`src/rtl/mutex_arbiter_n.sv`:
```
// mutex_arbiter_n: N-way registered mutex arbiter, fixed or round-robin priority, optional hold timeout
module mutex_arbiter_n #(
  parameter int N = 4,
  parameter int RR_MODE = 1,
  parameter int MAX_HOLD = 0,
  localparam int IDW = (N > 1) ? $clog2(N) : 1,
  localparam int CW = (MAX_HOLD > 0) ? $clog2(MAX_HOLD + 1) : 1
) (
  input  logic           clk,
  input  logic           rst_n,
  input  logic [N-1:0]   req,
  output logic [N-1:0]   gnt,
  output logic [IDW-1:0] gnt_id,
  output logic           busy,
  output logic           hold_expired
);
  typedef enum logic {IDLE, GRANT} state_t;
  state_t state_q, state_d;
  logic [N-1:0] gnt_q, gnt_d, block_q, block_d, elig;
  logic [IDW-1:0] id_q, id_d, rr_q, rr_d, win;
  logic [CW-1:0] cnt_q, cnt_d;
  logic busy_q, busy_d, exp_q, exp_d;
  assign elig = req & ~block_q;
  always_comb begin
    win = '0;
    for (int i = N - 1; i >= 0; i--) if (elig[i]) win = IDW'(i);
    if (RR_MODE != 0)
      for (int i = N - 1; i >= 0; i--) if (elig[i] && IDW'(i) >= rr_q) win = IDW'(i);
  end
  always_comb begin
    state_d = state_q;
    gnt_d = gnt_q;
    id_d = id_q;
    busy_d = busy_q;
    exp_d = 1'b0;
    rr_d = rr_q;
    cnt_d = cnt_q;
    block_d = block_q & req;
    if (state_q == IDLE) begin
      if (|elig) begin
        state_d = GRANT;
        gnt_d = N'(1) << win;
        id_d = win;
        busy_d = 1'b1;
        cnt_d = CW'(1);
        if (RR_MODE != 0) rr_d = (win == IDW'(N - 1)) ? '0 : win + 1'b1;
      end
    end else if (!req[id_q] || (MAX_HOLD != 0 && cnt_q == CW'(MAX_HOLD))) begin
      state_d = IDLE;
      gnt_d = '0;
      id_d = '0;
      busy_d = 1'b0;
      cnt_d = '0;
      if (req[id_q]) begin
        block_d[id_q] = 1'b1;
        exp_d = 1'b1;
      end
    end else if (MAX_HOLD != 0) begin
      cnt_d = cnt_q + 1'b1;
    end
  end
  always_ff @(posedge clk or negedge rst_n) begin
    if (!rst_n) begin
      state_q <= IDLE;
      gnt_q <= '0;
      id_q <= '0;
      busy_q <= 1'b0;
      exp_q <= 1'b0;
      rr_q <= '0;
      cnt_q <= '0;
      block_q <= '0;
    end else begin
      state_q <= state_d;
      gnt_q <= gnt_d;
      id_q <= id_d;
      busy_q <= busy_d;
      exp_q <= exp_d;
      rr_q <= rr_d;
      cnt_q <= cnt_d;
      block_q <= block_d;
    end
  end
  assign gnt = gnt_q;
  assign gnt_id = id_q;
  assign busy = busy_q;
  assign hold_expired = exp_q;
endmodule

```
`config.mk`:
```
export PLATFORM = sky130hd
export DESIGN_NAME = mutex_arbiter_n
export DESIGN_NICKNAME = d
export VERILOG_FILES = /design/src/rtl/mutex_arbiter_n.sv
export SDC_FILE = /design/constraint.sdc
export NUM_CORES = 1
export LEC_CHECK = 0
export CORE_AREA = 10 10 55 57
export CTS_BUF_LIST = sky130_fd_sc_hd__clkbuf_4
export DETAILED_ROUTE_END_ITERATION = 12
export DIE_AREA = 0 0 65 67
export GPL_ROUTABILITY_DRIVEN = 0
export PLACE_DENSITY = 0.61
export SKIP_CTS_REPAIR_TIMING = 1
export SYNTH_ARGS = -nofsm -noshare
export SYNTH_HDL_FRONTEND = slang
export SYNTH_SLANG_ARGS = --single-unit
```
`constraint.sdc`:
```
create_clock -name clk -period 1.65 [get_ports clk]
set_input_delay 0.2475 -clock clk [delete_from_list [all_inputs] [get_ports clk]]
set_output_delay 0.2475 -clock clk [all_outputs]
set_load 0.005 [all_outputs]
```
; ---- Yosys cells after proc, flatten, opt, wreduce, memory -nomap -nowiden
; Cells that the tools add are included.
[op_classes]
bitwise_logic = 4
n_eq_ne = 2
magnitude_cmp = 5
n_shift = 1
mux = 25
add_sub_neg = 1
n_reduce_logical = 8
[op_table]
columns = cell, n
row1 = $mux W2, 12
row2 = $mux W4, 3
row3 = $mux W1, 9
row4 = $and A4 B4 Y4, 2
row5 = $ge A1 B2 Y1 const A, 2
row6 = $ge A2 B2 Y1 const A, 2
row7 = $logic_and A1 B1 Y1, 4
row8 = $not A4 Y4, 1
row9 = $reduce_and A2 Y1, 2
row10 = $reduce_or A4 Y1, 1
row11 = $shl A1 B2 Y4 const A, 1
row12 = $lt A2 B3 Y1 const B, 1
row13 = $add A2 B1 Y2 const B, 1
row14 = $bmux W1 S2, 1
row15 = $eq A2 B2 Y1 const B, 1
row16 = $ne A2 B2 Y1 const B, 1
row17 = $reduce_bool A2 Y1, 1
row18 = $not A1 Y1, 1
[word_totals]
reg_bits = 15
output_inout_bits = 8

; ---- Logic depth before layout (Yosys ltp)
[depth]
word_depth = 13
mapped_depth = 6
depth_no_buf = 6

; ---- Least setup slack after synthesis
; Ideal clock, no wire load.
[synth_timing]
path_type = reg2reg
start = reg block_q[3]
end = reg rr_q[1]
t_required_ns = 1.525
stages_incl_launch_ff = 6
setup_ns = 0.125
slack_ns = 0.188
arrival_time_ns = 1.337
period_less_slack_ns = 1.462
n_path_buf = 0
path_cell_list = dfrtp_1 -> nand2b_1 -> o21ai_0 -> nand3_1 -> ha_1 -> mux2_2
[synth_between]
elab_chain_cells = 12
word_cells_on_any_way = 16
[synth_lines]
columns = item, line
row1 = start: declaration, 19  ; logic [N-1:0] gnt_q, gnt_d, block_q, block_d, elig;
row2 = start signal: assignment, 80  ; block_q <= block_d;
row3 = $not A4 Y4 (*), 23  ; assign elig = req & ~block_q;
row4 = $and A4 B4 Y4 (*), 23
row5 = $mux W2 (4 in a row), 26  ; for (int i = N - 1; i >= 0; i--) if (elig[i]) win = IDW'(i);
row6 = $mux W2 (4 in a row), 28  ; for (int i = N - 1; i >= 0; i--) if (elig[i] && IDW'(i) >= rr_q) win = IDW'(i);
row7 = $add A2 B1 Y2 / $eq A2 B2 Y1 (equally long branches), 46  ; if (RR_MODE != 0) rr_d = (win == IDW'(N - 1)) ? '0 : win + 1'b1;
row8 = $mux W2, 46
row9 = end signal: assignment, 78  ; rr_q <= rr_d;
row10 = end: declaration, 20  ; logic [IDW-1:0] id_q, id_d, rr_q, rr_d, win;
; Every way passes the cells marked *; elsewhere a longest branch is shown, timed or not.
; A chain may end at the register's enable or synchronous reset.

; ---- Worst setup path after layout
; Same ends and word-level chain as after synthesis.

==> key figures <==
Status
  – Status: finished clean

Die
  – Initial Util: 34.73%
  – Total core area: 1942 um2
  – Die Ht: 67 um
  – Num rows: 16
  – I/O pins: 14
  – DIE AREA: 4355 um2
  – Horiz. Die Dim: 65 um

Synthesis
  – Syn Nets: 68
  – Top cell type by total area after synthesis: dfrtp_1
  – Synth Flop Type: dfrtp_1
  – Share of async-settable or async-resettable flops after synthesis: 100.0%
  – Synthesized area: 674.4 um2
  – Yosys top cell area share: 51.95%
  – Largest cells by area after synthesis: dfrtp_1 52%, nand2b_1 5.6%, a22o_1 5.2%
  – Sequential share of the synthesized area: 51.95%
  – Synth warn: 0
  – Top post-synthesis cells by count: 14 x dfrtp_1, 6 x nand2b_1, 4 x a22o_1, 4 x and2_1
  – Cell with the most instances after synthesis: dfrtp_1
  – EDFF count, synth: 0
  – Mean Syn Cell Area: 11.24 um2
  – Register bit total from synthesis: 14
  – Post-Syn Instances: 60
  – Distinct cells, synth: 27

Critical path
  – Crit path cell chain: nand2b_2 > o21ai_2 > nand3_2 > ha_1 > mux2_2
  – Worst path slowest cell: dfrtp_1
  – Arr. time, crit path: 1740 ps
  – Crit start category: flip-flop
  – Crit-path max FO: 5
  – CP Class: flip-flop to flip-flop
  – Slowest Stage Delay on Critical Path: 380 ps
  – Endpoint type of the worst setup path: flip-flop
  – Worst endpoint required time: 1830 ps
  – R2r worst-path depth: 5

Clocking
  – CTS tree: yes
  – Root Buffer Master: clkbuf_4
  – Clock sink count: 14
  – CTS Buf Count: 3
  – Clk slew on worst S/H paths: 90 ps
  – CTS H-tree depth: 1
  – Clock Path Buffers: 2
  – Clock insertion delay at the later pin of the skew report: 280 ps

STA
  – FMAX: 0.6374 GHz
  – Unrepaired setup endpoints after global routing: false
  – Final-report max-slew violation count: 0
  – Fin crit share: 95.08%
  – Clock Skews: 5.913 ps
  – # setup viols final: 0
  – Final Hold Viols: 0
  – Final min period: 1569 ps

Drt
  – Post-route ant nets: 0
  – Iteration-0 DRC Markers: 1
  – Routed WL per cell: 14.15 um
  – Vias: 533
  – Vias per cell: 4.845
  – Number of remaining DRC errors: 0
  – Final WL: 1557 um
  – First-pass DRT Iterations: 4

Layout
  – Area delta synth->final: 40.63%
  – Ant diodes: 0
  – Fin nets: 92
  – Layout cells sized above 1: 28.92%
  – Final Instance Area: 948.4 um2
  – Layout Cells excl Fill: 110

Worst hold path
  – Worst hold-check path type: input port to async pin

Placed design
  – DP Cell Count: 106
  – Input/output buffers: 12
  – Cell Area, Placed: 883.3 um2
  – Post-DP HPWL: 1133 um

Pwr
  – Worst VDD drop: 0.8237 mV
  – Pwr per Cell Area: 1534 nW/um2
  – Leakage: 0.4370 nW

Global routing
  – Largest net degree at the start of global routing: 15
  – Overall Global Routing Usage: 7.418%
  – First-pass GRT wire length: 2484 um
  – Initial antenna violation count: 0
  – Vias in the first global route: 558
  – Grt ovf: 0

Run
  – MaxCap Viol Count: 0
==> through the flow <==
stage | power (mW) | utilization (%) | TNS (ps) | setup WS (ps) | hold slack [ps]
floorplan | 0.8747 | - | 0 | 188.3 | -48.09
global placement | 1.207 | 45.49 | -1662 | -270.2 | 463.2
detailed placement | 1.215 | 45.49 | -1711 | -303.2 | 462.0
CTS | 1.428 | 46.84 | -12.77 | -12.77 | 263.8
global route | 1.561 | 48.84 | 0 | 13.28 | 285.0
finish | 1.455 | 48.84 | 0 | 81.16 | 263.8
==> layer usage <==
layer,up-vias,part of all wire [%],global-route usage (%)
met5,-,0,0
met4,0,2.2,4.011
met3,4,5.8,3.177
met2,13,49,12.32
met1,259,43,7.824
li1,257,-,-
==> report_power, final <==
part	total (mW)	internal, mW	switching [mW]
logic	0.679	0.407	0.272
clock network	0.203	0.0878	0.115
registers	0.573	0.460	0.113
total	1.45	0.955	0.499
==> placed cells by master, fill, tap and decap left out, drive strengths merged <==
cell type	Yosys	final
a21boi	2	2
a21oi	3	3
a22o	4	4
a32o	2	2
a41oi	1	1
and2	4	4
and2b	1	1
buf	2	9
clkbuf	0	3
clkdlybuf4s50	0	11
clkinv	0	1
conb	1	1
dfrtp	14	14
dlymetal6s2s	0	1
ha	2	2
inv	3	3
mux2	1	1
mux4	1	1
nand2	2	2
nand2b	6	6
nand3	2	2
nand4	1	1
nor2	3	3
nor3b	1	1
nor4bb	1	1
o21ai	3	3
==> registers in the layout, summed over array words and instances, names as in the netlist <==
signal   cells
block_q      4
busy         1
gnt          4
gnt_id       2
rr_q         2
state_q      1
==> kinds of logic (layout without fill, tap and decap cells) <==
family,Yosys count,count (layout),share of synthesized area (%)
AO/OA/AOI/OAI,15,15,16.70
adder cells (fa/ha/maj),2,2,3.710
buffers and inverters,5,28,3.525
flip-flops,14,14,51.95
multiplexers,2,2,5.009
other,1,1,0.5561
AND/OR/NAND/NOR,21,21,18.55
==> worst max-delay path: cells and delay by family, from the launching register on <==
| family | cells | cell delay (ps) |
|---|---|---|
| simple gates | 2 | 340 |
| fa+ha+maj | 1 | 300 |
| mux | 1 | 260 |
| flops | 1 | 380 |
| compound gates | 1 | 170 |
==> cell type report <==
cell class	count	area, um2
Inverter	3	11.26
Tap cell	27	33.78
Timing Repair Buffer	21	190.2
Clock inverter	1	3.754
Clock buffer	3	22.52
Multi-Input combinational cell	41	335.3
Sequential cell	14	351.6
Fill cell	185	993.5
==> path summary, 6_finish.rpt <==
check	from	end	slack, ps
worst max-delay path	block_q[3]	rr_q[1]	80
worst min-delay path	rst_n	block_q[2]	260
worst min register to register	block_q[1]	block_q[1]	480
worst max register to register	block_q[3]	rr_q[1]	80
max in group asynchronous	rst_n	rr_q[1]	1200
min in group clk	req[2]	block_q[2]	310
Power figures use the tool's default switching activity.
==> RTL change: new RTL, same settings <==
Change the parameter `RR_MODE` from 1 to 0.
--- a/src/rtl/mutex_arbiter_n.sv
+++ b/src/rtl/mutex_arbiter_n.sv
@@ -2,5 +2,5 @@
 module mutex_arbiter_n #(
   parameter int N = 4,
-  parameter int RR_MODE = 1,
+  parameter int RR_MODE = 0,
   parameter int MAX_HOLD = 0,
   localparam int IDW = (N > 1) ? $clog2(N) : 1,
Function: changed (a bounded check fails within 4 cycles, from zero or initial values and one cycle with rst_n low).
==> RTL change against the unedited design <==
Sequential cell count fell by 2; routed wire length is 18% lower; worst hold slack improved by 0.070 ns; register-to-register slack improved by 0.08 ns; sequential share of layout area is 0.25 points higher; highest routed layer unchanged; worst setup slack better by 0.055 ns; synthesized area shrank 16%; utilization fell by 7.4 points; cell area shrank 15%; count of clock-buffer cells in the layout is the same; first-iteration DRC count grew to 3.0 times the old value.
Power is not compared: it rests on default switching activity, and its combinational part moved more than twofold at a synthesized area within 25%.
==> RTL change: results (changes against the unedited design) <==
[layout]
final_cells = 101  ; -8.2%
layout-drive-gt1-share_pct = 25.7  ; -3.2 points
final_nets = 81  ; -12%

[detailed_routing]
totalWireLength_mm = 1.28  ; -18%
drc = 0  ; unchanged
drtIter0Drc = 3  ; +2
via_count = 456  ; -14%
drt_pre_antenna_iters = 3  ; -1

[critical_path]
slowest_delay_ns = 0.50  ; +0.12 ns
timing.rr.end = gnt[3]
reg2reg_from = gnt_id[0]
critical_path.max_fanout = 4  ; -1
worst_path_dominant_cell_family = buffers and inverters
reg2reg_slack_ns = 0.16  ; +0.08 ns
crit_slowest_cell = clkdlybuf4s50_1
worstRegToRegCells = 3  ; -2

[synth]
yosysWarningCount = 0  ; unchanged
synth_cells = 51  ; -15%
synthArstFlopShare_pct = 100  ; unchanged
ys_types = 24  ; -11%
synthTopCellsByArea = dfrtp_1 53%, a22o_1 4.6%, and2_1 4.4%
seq_area_frac_synth_pct = 52.7  ; +0.80 points
synthTopCellsByCount = 12 x dfrtp_1, 4 x and2_1, 4 x nor2b_1
syn-num-nets = 57  ; -16%

[place]
dpl.hpwl_mm = 1.03  ; -8.8%
placed_cells = 97  ; -8.5%
portBuffers = 12  ; unchanged

[timing]
fin_worst_skew_ns = 0.00526  ; -0.000657 ns
slew_headroom_pct = 62.6
timing.hold.ws_ns = 0.334  ; +0.0698 ns

[pwr]
ir_drop_uv = 363
leakage_nw = 0.355

[status]
outcome = completed

[grt]
gr-total-overflow = 0  ; unchanged
grt_pass1_wl_mm = 2.12  ; -15%
grt_pass1_vias = 487  ; -13%
grt_max_degree = 13  ; -2
grt_usage_pct = 6.34  ; -1.1 points

RTL change: final cells by class:
type	count	area, µm²
Clock inverter	1	3.75
Tap cell	27	33.8
Timing Repair Buffer	21	188
Clock buffer	3	22.5
Fill cell	203	1140
Multi-Input combinational cell	37	256
Sequential cell	12	300
RTL change: logic make-up after synthesis:
group           count (synthesis)  share of synthesized area (%)
mux                             3                           7.91
buf+inv                         2                           2.20
compound gates                 14                           17.4
simple gates                   19                           19.1
other cells                     1                          0.659
flops                          12                           52.7
RTL change: through the flow:
stage | setup slack, ns | cell area, µm² | TNS (ns)
2_1_floorplan | 0.122 | 569 | 0
3_3_place_gp | -0.128 | 778 | -0.495
3_5_place_dp | -0.153 | 778 | -0.572
4_1_cts | 0.105 | 805 | 0
5_1_grt | 0.0297 | 805 | 0
6_report | 0.136 | 805 | 0
RTL change: worst max path at each step:
stage               from         to  depth (start not counted)  slack [ns]
3_5_place_dp      req[0]     gnt[3]                          4       -0.15
4_1_cts        gnt_id[0]  gnt_id[0]                          2        0.11
2_1_floorplan  gnt_id[0]     gnt[3]                          3        0.12
3_3_place_gp      req[0]     gnt[3]                          4       -0.13
6_report       gnt_id[0]  gnt_id[0]                          2        0.14
5_1_grt        gnt_id[0]  gnt_id[0]                          2        0.03
RTL change: routing by layer:
layer,up-vias,wire length [µm],GRT usage [%]
met5,-,0,0
met4,0,12,4.01
met3,2,120,3.68
met2,11,537,9.48
met1,215,606,6.74
li1,228,-,-
RTL change: power by group through the flow:
stage                     registers, mW  logic, mW  clock network, mW
after floorplan                   0.359      0.103                  0
after global placement            0.373      0.211                  0
after detailed placement          0.373      0.213                  0
after CTS                         0.367      0.214              0.195
after global routing              0.375      0.229              0.210
final                             0.366      0.210              0.183
RTL change: worst register-to-register path, cell delays in order, from the launching register on:
cell and delay [ns]:
dfrtp_1 0.37, mux4_2 0.54, a22o_1 0.27, a32o_1 0.21
